===== config.mk =====
export PLATFORM = sky130hd
export DESIGN_NAME = rdma_slice_chain_dcpl
export DESIGN_NICKNAME = d
export VERILOG_FILES = /design/src/rtl/rdma_slice_chain_dcpl_pkg.sv /design/src/rtl/rdma_slice_chain_dcpl_stage.sv /design/src/rtl/rdma_slice_chain_dcpl.sv
export SDC_FILE = /design/constraint.sdc
export NUM_CORES = 2
export LEC_CHECK = 0
export BUFFER_PORTS_ARGS = -buffer_cell sky130_fd_sc_hd__buf_2
export CORE_AREA = 2 2 456 458
export CTS_BUF_LIST = sky130_fd_sc_hd__clkbuf_4 sky130_fd_sc_hd__clkbuf_8
export DETAILED_ROUTE_END_ITERATION = 6
export DIE_AREA = 0 0 458 460
export SLEW_MARGIN = 20
export SYNTH_ARGS = -nofsm -noshare
export SYNTH_HDL_FRONTEND = slang
export SYNTH_SLANG_ARGS = --single-unit

===== constraint.sdc =====
create_clock -name aclk -period 125.6 [get_ports aclk]
set_clock_uncertainty 0.1 [all_clocks]
set_input_delay 18.84 -clock aclk [delete_from_list [all_inputs] [get_ports aclk]]
set_output_delay 18.84 -clock aclk [all_outputs]
set_load 0.01 [all_outputs]

===== src/rtl/rdma_slice_chain_dcpl_pkg.sv =====
// Shared constants and helpers for the RDMA register-slice chain.
package lynxTypes;

  localparam int SLICE_MODE_FULL  = 0;
  localparam int SLICE_MODE_LIGHT = 1;

  // Occupancy counter width: enough for 2*N beats, never narrower than 1 bit.
  function automatic int occ_bits(input int n_stages);
    if (n_stages == 0) return 1;
    return $clog2(2 * n_stages + 1);
  endfunction

endpackage


===== src/rtl/rdma_slice_chain_dcpl_stage.sv =====
// One AXI4S register-slice stage: FULL (main + skid, registered ready) or
// LIGHT (single register, ready passes through combinationally).
module rdma_slice_stage
  import lynxTypes::*;
#(
  parameter int DATA_BITS     = 512,
  parameter int SLICE_MODE    = SLICE_MODE_FULL,
  parameter int HAS_KEEP_LAST = 1
) (
  input  logic                   aclk,
  input  logic                   aresetn,
  input  logic                   s_valid,
  output logic                   s_ready,
  input  logic [DATA_BITS-1:0]   s_data,
  input  logic [DATA_BITS/8-1:0] s_keep,
  input  logic                   s_last,
  output logic                   m_valid,
  input  logic                   m_ready,
  output logic [DATA_BITS-1:0]   m_data,
  output logic [DATA_BITS/8-1:0] m_keep,
  output logic                   m_last
);

  localparam int KEEP_BITS = DATA_BITS / 8;

  logic [KEEP_BITS-1:0] keep_out;
  logic                 last_out;

  // Without keep/last, every beat is a full single-beat packet downstream.
  assign m_keep = (HAS_KEEP_LAST != 0) ? keep_out : {KEEP_BITS{1'b1}};
  assign m_last = (HAS_KEEP_LAST != 0) ? last_out : 1'b1;

  if (SLICE_MODE == SLICE_MODE_LIGHT) begin : g_light
    logic                 valid_reg;
    logic [DATA_BITS-1:0] data_reg;
    logic [KEEP_BITS-1:0] keep_reg;
    logic                 last_reg;

    assign s_ready  = !valid_reg || m_ready;
    assign m_valid  = valid_reg;
    assign m_data   = data_reg;
    assign keep_out = keep_reg;
    assign last_out = last_reg;

    // Valid flag: reload whenever the register is free or being emptied.
    always_ff @(posedge aclk or negedge aresetn) begin
      if (!aresetn) valid_reg <= 1'b0;
      else if (s_ready) valid_reg <= s_valid;
    end

    // Payload capture on accept; payload is deliberately not reset.
    always_ff @(posedge aclk) begin
      if (s_ready && s_valid) begin
        data_reg <= s_data;
        keep_reg <= s_keep;
        last_reg <= s_last;
      end
    end
  end else begin : g_full
    logic                 main_valid_reg, skid_valid_reg;
    logic [DATA_BITS-1:0] main_data_reg, skid_data_reg;
    logic [KEEP_BITS-1:0] main_keep_reg, skid_keep_reg;
    logic                 main_last_reg, skid_last_reg;
    logic                 in_fire, load_main;

    // Ready comes straight from a flop, so no combinational path upstream.
    assign s_ready   = !skid_valid_reg;
    assign in_fire   = s_valid && !skid_valid_reg;
    assign load_main = !main_valid_reg || m_ready;
    assign m_valid   = main_valid_reg;
    assign m_data    = main_data_reg;
    assign keep_out  = main_keep_reg;
    assign last_out  = main_last_reg;

    // Valid flags: skid refills main first; a stalled arrival parks in skid.
    always_ff @(posedge aclk or negedge aresetn) begin
      if (!aresetn) begin
        main_valid_reg <= 1'b0;
        skid_valid_reg <= 1'b0;
      end else if (load_main) begin
        main_valid_reg <= skid_valid_reg || in_fire;
        skid_valid_reg <= 1'b0;
      end else if (in_fire) begin
        skid_valid_reg <= 1'b1;
      end
    end

    // Payload moves alongside the valid flags; not reset.
    always_ff @(posedge aclk) begin
      if (load_main) begin
        if (skid_valid_reg) begin
          main_data_reg <= skid_data_reg;
          main_keep_reg <= skid_keep_reg;
          main_last_reg <= skid_last_reg;
        end else if (in_fire) begin
          main_data_reg <= s_data;
          main_keep_reg <= s_keep;
          main_last_reg <= s_last;
        end
      end else if (in_fire) begin
        skid_data_reg <= s_data;
        skid_keep_reg <= s_keep;
        skid_last_reg <= s_last;
      end
    end
  end

endmodule


===== src/rtl/rdma_slice_chain_dcpl.sv =====
// Packet-aware decoupling gate feeding a parametrised chain of AXI4S slices,
// with occupancy tracking and idle/decoupled status.
module rdma_slice_chain_dcpl
  import lynxTypes::*;
#(
  parameter int DATA_BITS     = 512,
  parameter int N_STAGES      = 2,
  parameter int SLICE_MODE    = SLICE_MODE_FULL,
  parameter int HAS_KEEP_LAST = 1
) (
  input  logic                          aclk,
  input  logic                          aresetn,
  input  logic                          decouple,
  input  logic                          s_axis_tvalid,
  output logic                          s_axis_tready,
  input  logic [DATA_BITS-1:0]          s_axis_tdata,
  input  logic [DATA_BITS/8-1:0]        s_axis_tkeep,
  input  logic                          s_axis_tlast,
  output logic                          m_axis_tvalid,
  input  logic                          m_axis_tready,
  output logic [DATA_BITS-1:0]          m_axis_tdata,
  output logic [DATA_BITS/8-1:0]        m_axis_tkeep,
  output logic                          m_axis_tlast,
  output logic [occ_bits(N_STAGES)-1:0] occupancy,
  output logic                          idle,
  output logic                          decoupled
);

  localparam int KEEP_BITS = DATA_BITS / 8;
  localparam int OCC_BITS  = occ_bits(N_STAGES);

  logic                 run_reg, in_pkt_reg, gate_closed_reg;
  logic                 in_pkt_next, accept_en, in_fire;
  logic                 c_valid, c_ready, c_last;
  logic [KEEP_BITS-1:0] c_keep;

  // Input side only opens once out of reset and while the gate is open.
  assign accept_en     = run_reg && !gate_closed_reg;
  assign c_valid       = s_axis_tvalid && accept_en;
  assign c_keep        = (HAS_KEEP_LAST != 0) ? s_axis_tkeep : {KEEP_BITS{1'b1}};
  assign c_last        = (HAS_KEEP_LAST != 0) ? s_axis_tlast : 1'b1;
  assign s_axis_tready = c_ready && accept_en;
  assign in_fire       = s_axis_tvalid && s_axis_tready;

  // Packet tracking including this cycle's accept, so the gate never splits a packet.
  always_comb begin
    in_pkt_next = in_pkt_reg;
    if (HAS_KEEP_LAST == 0) in_pkt_next = 1'b0;
    else if (in_fire) in_pkt_next = !s_axis_tlast;
  end

  // Gate state: close only at a packet boundary, reopen as soon as decouple drops.
  always_ff @(posedge aclk or negedge aresetn) begin
    if (!aresetn) begin
      run_reg         <= 1'b0;
      in_pkt_reg      <= 1'b0;
      gate_closed_reg <= 1'b0;
    end else begin
      run_reg         <= 1'b1;
      in_pkt_reg      <= in_pkt_next;
      gate_closed_reg <= decouple && !in_pkt_next;
    end
  end

  if (N_STAGES == 0) begin : g_wire
    assign m_axis_tvalid = c_valid;
    assign c_ready       = m_axis_tready;
    assign m_axis_tdata  = s_axis_tdata;
    assign m_axis_tkeep  = c_keep;
    assign m_axis_tlast  = c_last;
    assign occupancy     = '0;
  end else begin : g_chain
    for (genvar gi = 0; gi < N_STAGES; gi++) begin : g_st
      logic                 in_valid, in_ready, in_last;
      logic                 out_valid, out_ready, out_last;
      logic [DATA_BITS-1:0] in_data, out_data;
      logic [KEEP_BITS-1:0] in_keep, out_keep;

      if (gi == 0) begin : g_head
        assign in_valid = c_valid;
        assign in_data  = s_axis_tdata;
        assign in_keep  = c_keep;
        assign in_last  = c_last;
      end else begin : g_link
        assign in_valid = g_st[gi-1].out_valid;
        assign in_data  = g_st[gi-1].out_data;
        assign in_keep  = g_st[gi-1].out_keep;
        assign in_last  = g_st[gi-1].out_last;
      end

      if (gi == N_STAGES - 1) begin : g_tail
        assign out_ready = m_axis_tready;
      end else begin : g_fwd
        assign out_ready = g_st[gi+1].in_ready;
      end

      rdma_slice_stage #(
        .DATA_BITS    (DATA_BITS),
        .SLICE_MODE   (SLICE_MODE),
        .HAS_KEEP_LAST(HAS_KEEP_LAST)
      ) u_stage (
        .aclk   (aclk),
        .aresetn(aresetn),
        .s_valid(in_valid),
        .s_ready(in_ready),
        .s_data (in_data),
        .s_keep (in_keep),
        .s_last (in_last),
        .m_valid(out_valid),
        .m_ready(out_ready),
        .m_data (out_data),
        .m_keep (out_keep),
        .m_last (out_last)
      );
    end

    assign c_ready       = g_st[0].in_ready;
    assign m_axis_tvalid = g_st[N_STAGES-1].out_valid;
    assign m_axis_tdata  = g_st[N_STAGES-1].out_data;
    assign m_axis_tkeep  = g_st[N_STAGES-1].out_keep;
    assign m_axis_tlast  = g_st[N_STAGES-1].out_last;

    logic [OCC_BITS-1:0] occ_reg;
    logic                out_fire;

    assign out_fire  = m_axis_tvalid && m_axis_tready;
    assign occupancy = occ_reg;

    // Beats in flight: up on accept, down on delivery, steady when both happen.
    always_ff @(posedge aclk or negedge aresetn) begin
      if (!aresetn) occ_reg <= '0;
      else if (in_fire && !out_fire) occ_reg <= occ_reg + OCC_BITS'(1);
      else if (!in_fire && out_fire) occ_reg <= occ_reg - OCC_BITS'(1);
    end
  end

  assign idle      = (occupancy == '0);
  assign decoupled = gate_closed_reg && idle;

endmodule


==> flow_summary.ini <==
[global_route]
gr-total-overflow = 0
grt_max_degree = 154
grt_pass1_vias = 41400
antenna_found_initial = 108
grt_util_all_layers = 0.182
grt_pass1_wl_um = 283000

[pwr]
peakVddDrop_mv = 0.0114
p_leak_nw = 34.5
power_density_nw_per_um2 = 16.1

[cells_and_area]
final_cells = 8161
drive_gt1_frac = 0.540
final_cell_mix = edfxtp_1, buf_2, mux2_2
final_util = 0.487
fin_nets = 5697
final_common_cell = edfxtp_1
fillers = 17100
area_growth_pct = 19.5

[placement]
port_buffers = 1165
post-dp-hpwl_um = 129000
place_inst = 7421
pre_cts_ws_ns = 101.62
gp_congestion = 0.816

[route]
avgRoutedWirePerCell_um = 24.2
vias_per_cell = 4.92
firstDrtPassIters = 5
totalWireLength_um = 198000
dr.first_iter.drc_count = 3045
via_count = 40200
drc = 0
ant_nets = 0

[floorplan]
ios = 1166
num_rows = 167
dieHeight_um = 460
start_util = 0.407
core-area_sq_um = 206000
die_w_um = 458
die-area_sq_um = 211000

[synthesis]
syn_nets = 4216
syn_area_sq_um = 83900
synth_mux_area_frac = 0.159
ys_types = 26
synthCells = 3632
synth_top_family_by_area = multiplexers
yosysSeqAreaShare = 0.829
synth.avg_cell_area_sq_um = 23.1
yosysWarnings = 0
synth_compound_area_frac = 0.000313
synth_xor_area_frac = 0.000313
synth_simple_gate_area_frac = 0.00104
synth-seq-cells = 2318
synth_fa_ha_area_frac = 0.000388

[timing]
period_share = 0.182
slew_viol_final = 0
tightest_slew_ns = 1.16
hold_ws_ns = 0.291
grt_setup_unrepaired = false
clock.fmax_mhz = 43.6
relSlewSlack = 0.228
finalSetupTns_ns = 0
finalHoldViolCount = 0
period_needed_ns = 22.92
setup_viol_count_final = 0
final.setup.worst_slack_ns = 102.68

[clock_network]
clk_latency_ns = 1.04
cts.sinks = 2318
holdBufCountCts = 0
clk_pin_slew_ns = 0.06
post_cts_buffers = 0
cts_tree = built
cts_resized = 0
cts_buffer_depth = 4
htree_levels = 5
cts_buffers = 394
root_buffer = clkbuf_8

[setup_path]
startpoint_type = input pin
end_kind = flop
worstSetupPathType = in2reg
crit_chain = buf_2 -> nand2b_1 -> nor2b_4 -> buf_4 -> buf_4 -> buf_4 -> buf_4
arrival_ns = 23.39
cp_data_required_time_ns = 126.07
cp_slowest_stage_delay_ns = 0.90
worstPathMaxFanout = 68
worst_path_max_delay_cell = buf_4
cpMostUsedCell = buf_4

[outcome]
status = complete, no violations

[flow_run]
max_cap_viol_count = 0

[min_path]
min_path_type = reg2reg
cell usage after synthesis:
cell type / number / area share
a21oi_1: 1 / 0.000060
a31oi_1: 1 / 0.000075
and2_1: 1 / 0.000075
buf_2: 74 / 0.0044
buf_4: 44 / 0.0039
buf_6: 11 / 0.0015
conb_1: 1 / 0.000045
dfrtp_1: 10 / 0.0030
edfxtp_1: 2308 / 0.83
fa_1: 1 / 0.00024
ha_1: 1 / 0.00015
inv_1: 3 / 0.00013
mux2_1: 50 / 0.0067
mux2_2: 1018 / 0.14
mux2_4: 87 / 0.016
nand2_1: 5 / 0.00022
nand2b_1: 1 / 0.000075
nand4bb_1: 1 / 0.00013
nor2_1: 5 / 0.00022
nor2b_1: 1 / 0.000075
nor3_1: 1 / 0.000060
nor3b_1: 2 / 0.00018
o211a_1: 1 / 0.00012
o21ai_0: 1 / 0.000060
xnor2_1: 1 / 0.00010
xor2_1: 2 / 0.00021
per-layer routing:
layer,wire [um],GRT usage,vias up
met5,419,0,-
met4,6300,0.0609,62
met3,19200,0.0757,487
met2,94900,0.295,1475
met1,77000,0.220,20400
li1,-,-,17700
through the flow:
stage	cell area (sq um)	total power [mW]
global route	100000	1.68
CTS	100000	1.64
floorplan	83900	0.985
detailed placement	92800	0.998
finish	100000	1.62
global placement	92800	0.996
power breakdown:
group          internal, mW  switching (mW)
sequential            0.885          0.0109
combinational        0.0340          0.0498
clock                 0.342           0.295
logic make-up (layout without fill, tap and decap cells):
logic type / Yosys count / in the layout
DFF: 2318 / 2318
muxes: 1155 / 1155
buffers and inverters: 132 / 1912
and+or+nand+nor: 17 / 17
AOI/OAI and AO/OA: 4 / 4
xor gates and xnor gates: 3 / 3
adders and majority gates: 2 / 2
other: 1 / 46
worst paths after layout:
kind	startpoint	slack, ns	end	cells after the start
max	m_axis_tready	102.68	g_chain.g_st[1].u_stage.m_data[267]	7
min	g_chain.g_st[0].u_stage.m_data[350]	0.29	g_chain.g_st[1].u_stage.g_full.skid_data_reg[350]	0
min in group asynchronous	aresetn	17.62	g_chain.g_st[1].u_stage.m_valid	1
max in group asynchronous	aresetn	107.37	g_chain.g_st[0].u_stage.g_full.skid_valid_reg	1
max reg2reg	g_chain.g_st[1].u_stage.g_full.skid_valid_reg	119.55	g_chain.g_st[1].u_stage.m_data[267]	6
min reg2reg	g_chain.g_st[0].u_stage.m_data[350]	0.29	g_chain.g_st[1].u_stage.g_full.skid_data_reg[350]	0
cell type report:
class | count | area (sq um) | area share
multi-input cells | 1182 | 13500 | 0.135
diodes | 45 | 113 | 0.00112
flip-flops and latches | 2318 | 69600 | 0.694
clock buffers | 542 | 6570 | 0.0655
well taps | 2704 | 3380 | 0.0337
repair buffers | 1214 | 6290 | 0.0627
clock inverters | 153 | 783 | 0.00781
inverters | 3 | 11.3 | 0.000112
worst max-delay path, delay by kind of cell:
kind	cells	cell delay (ns)
and+or+nand+nor	2	0.95
buffers and inverters	5	3.39
No activity file was read; power rests on OpenSTA's default activity.
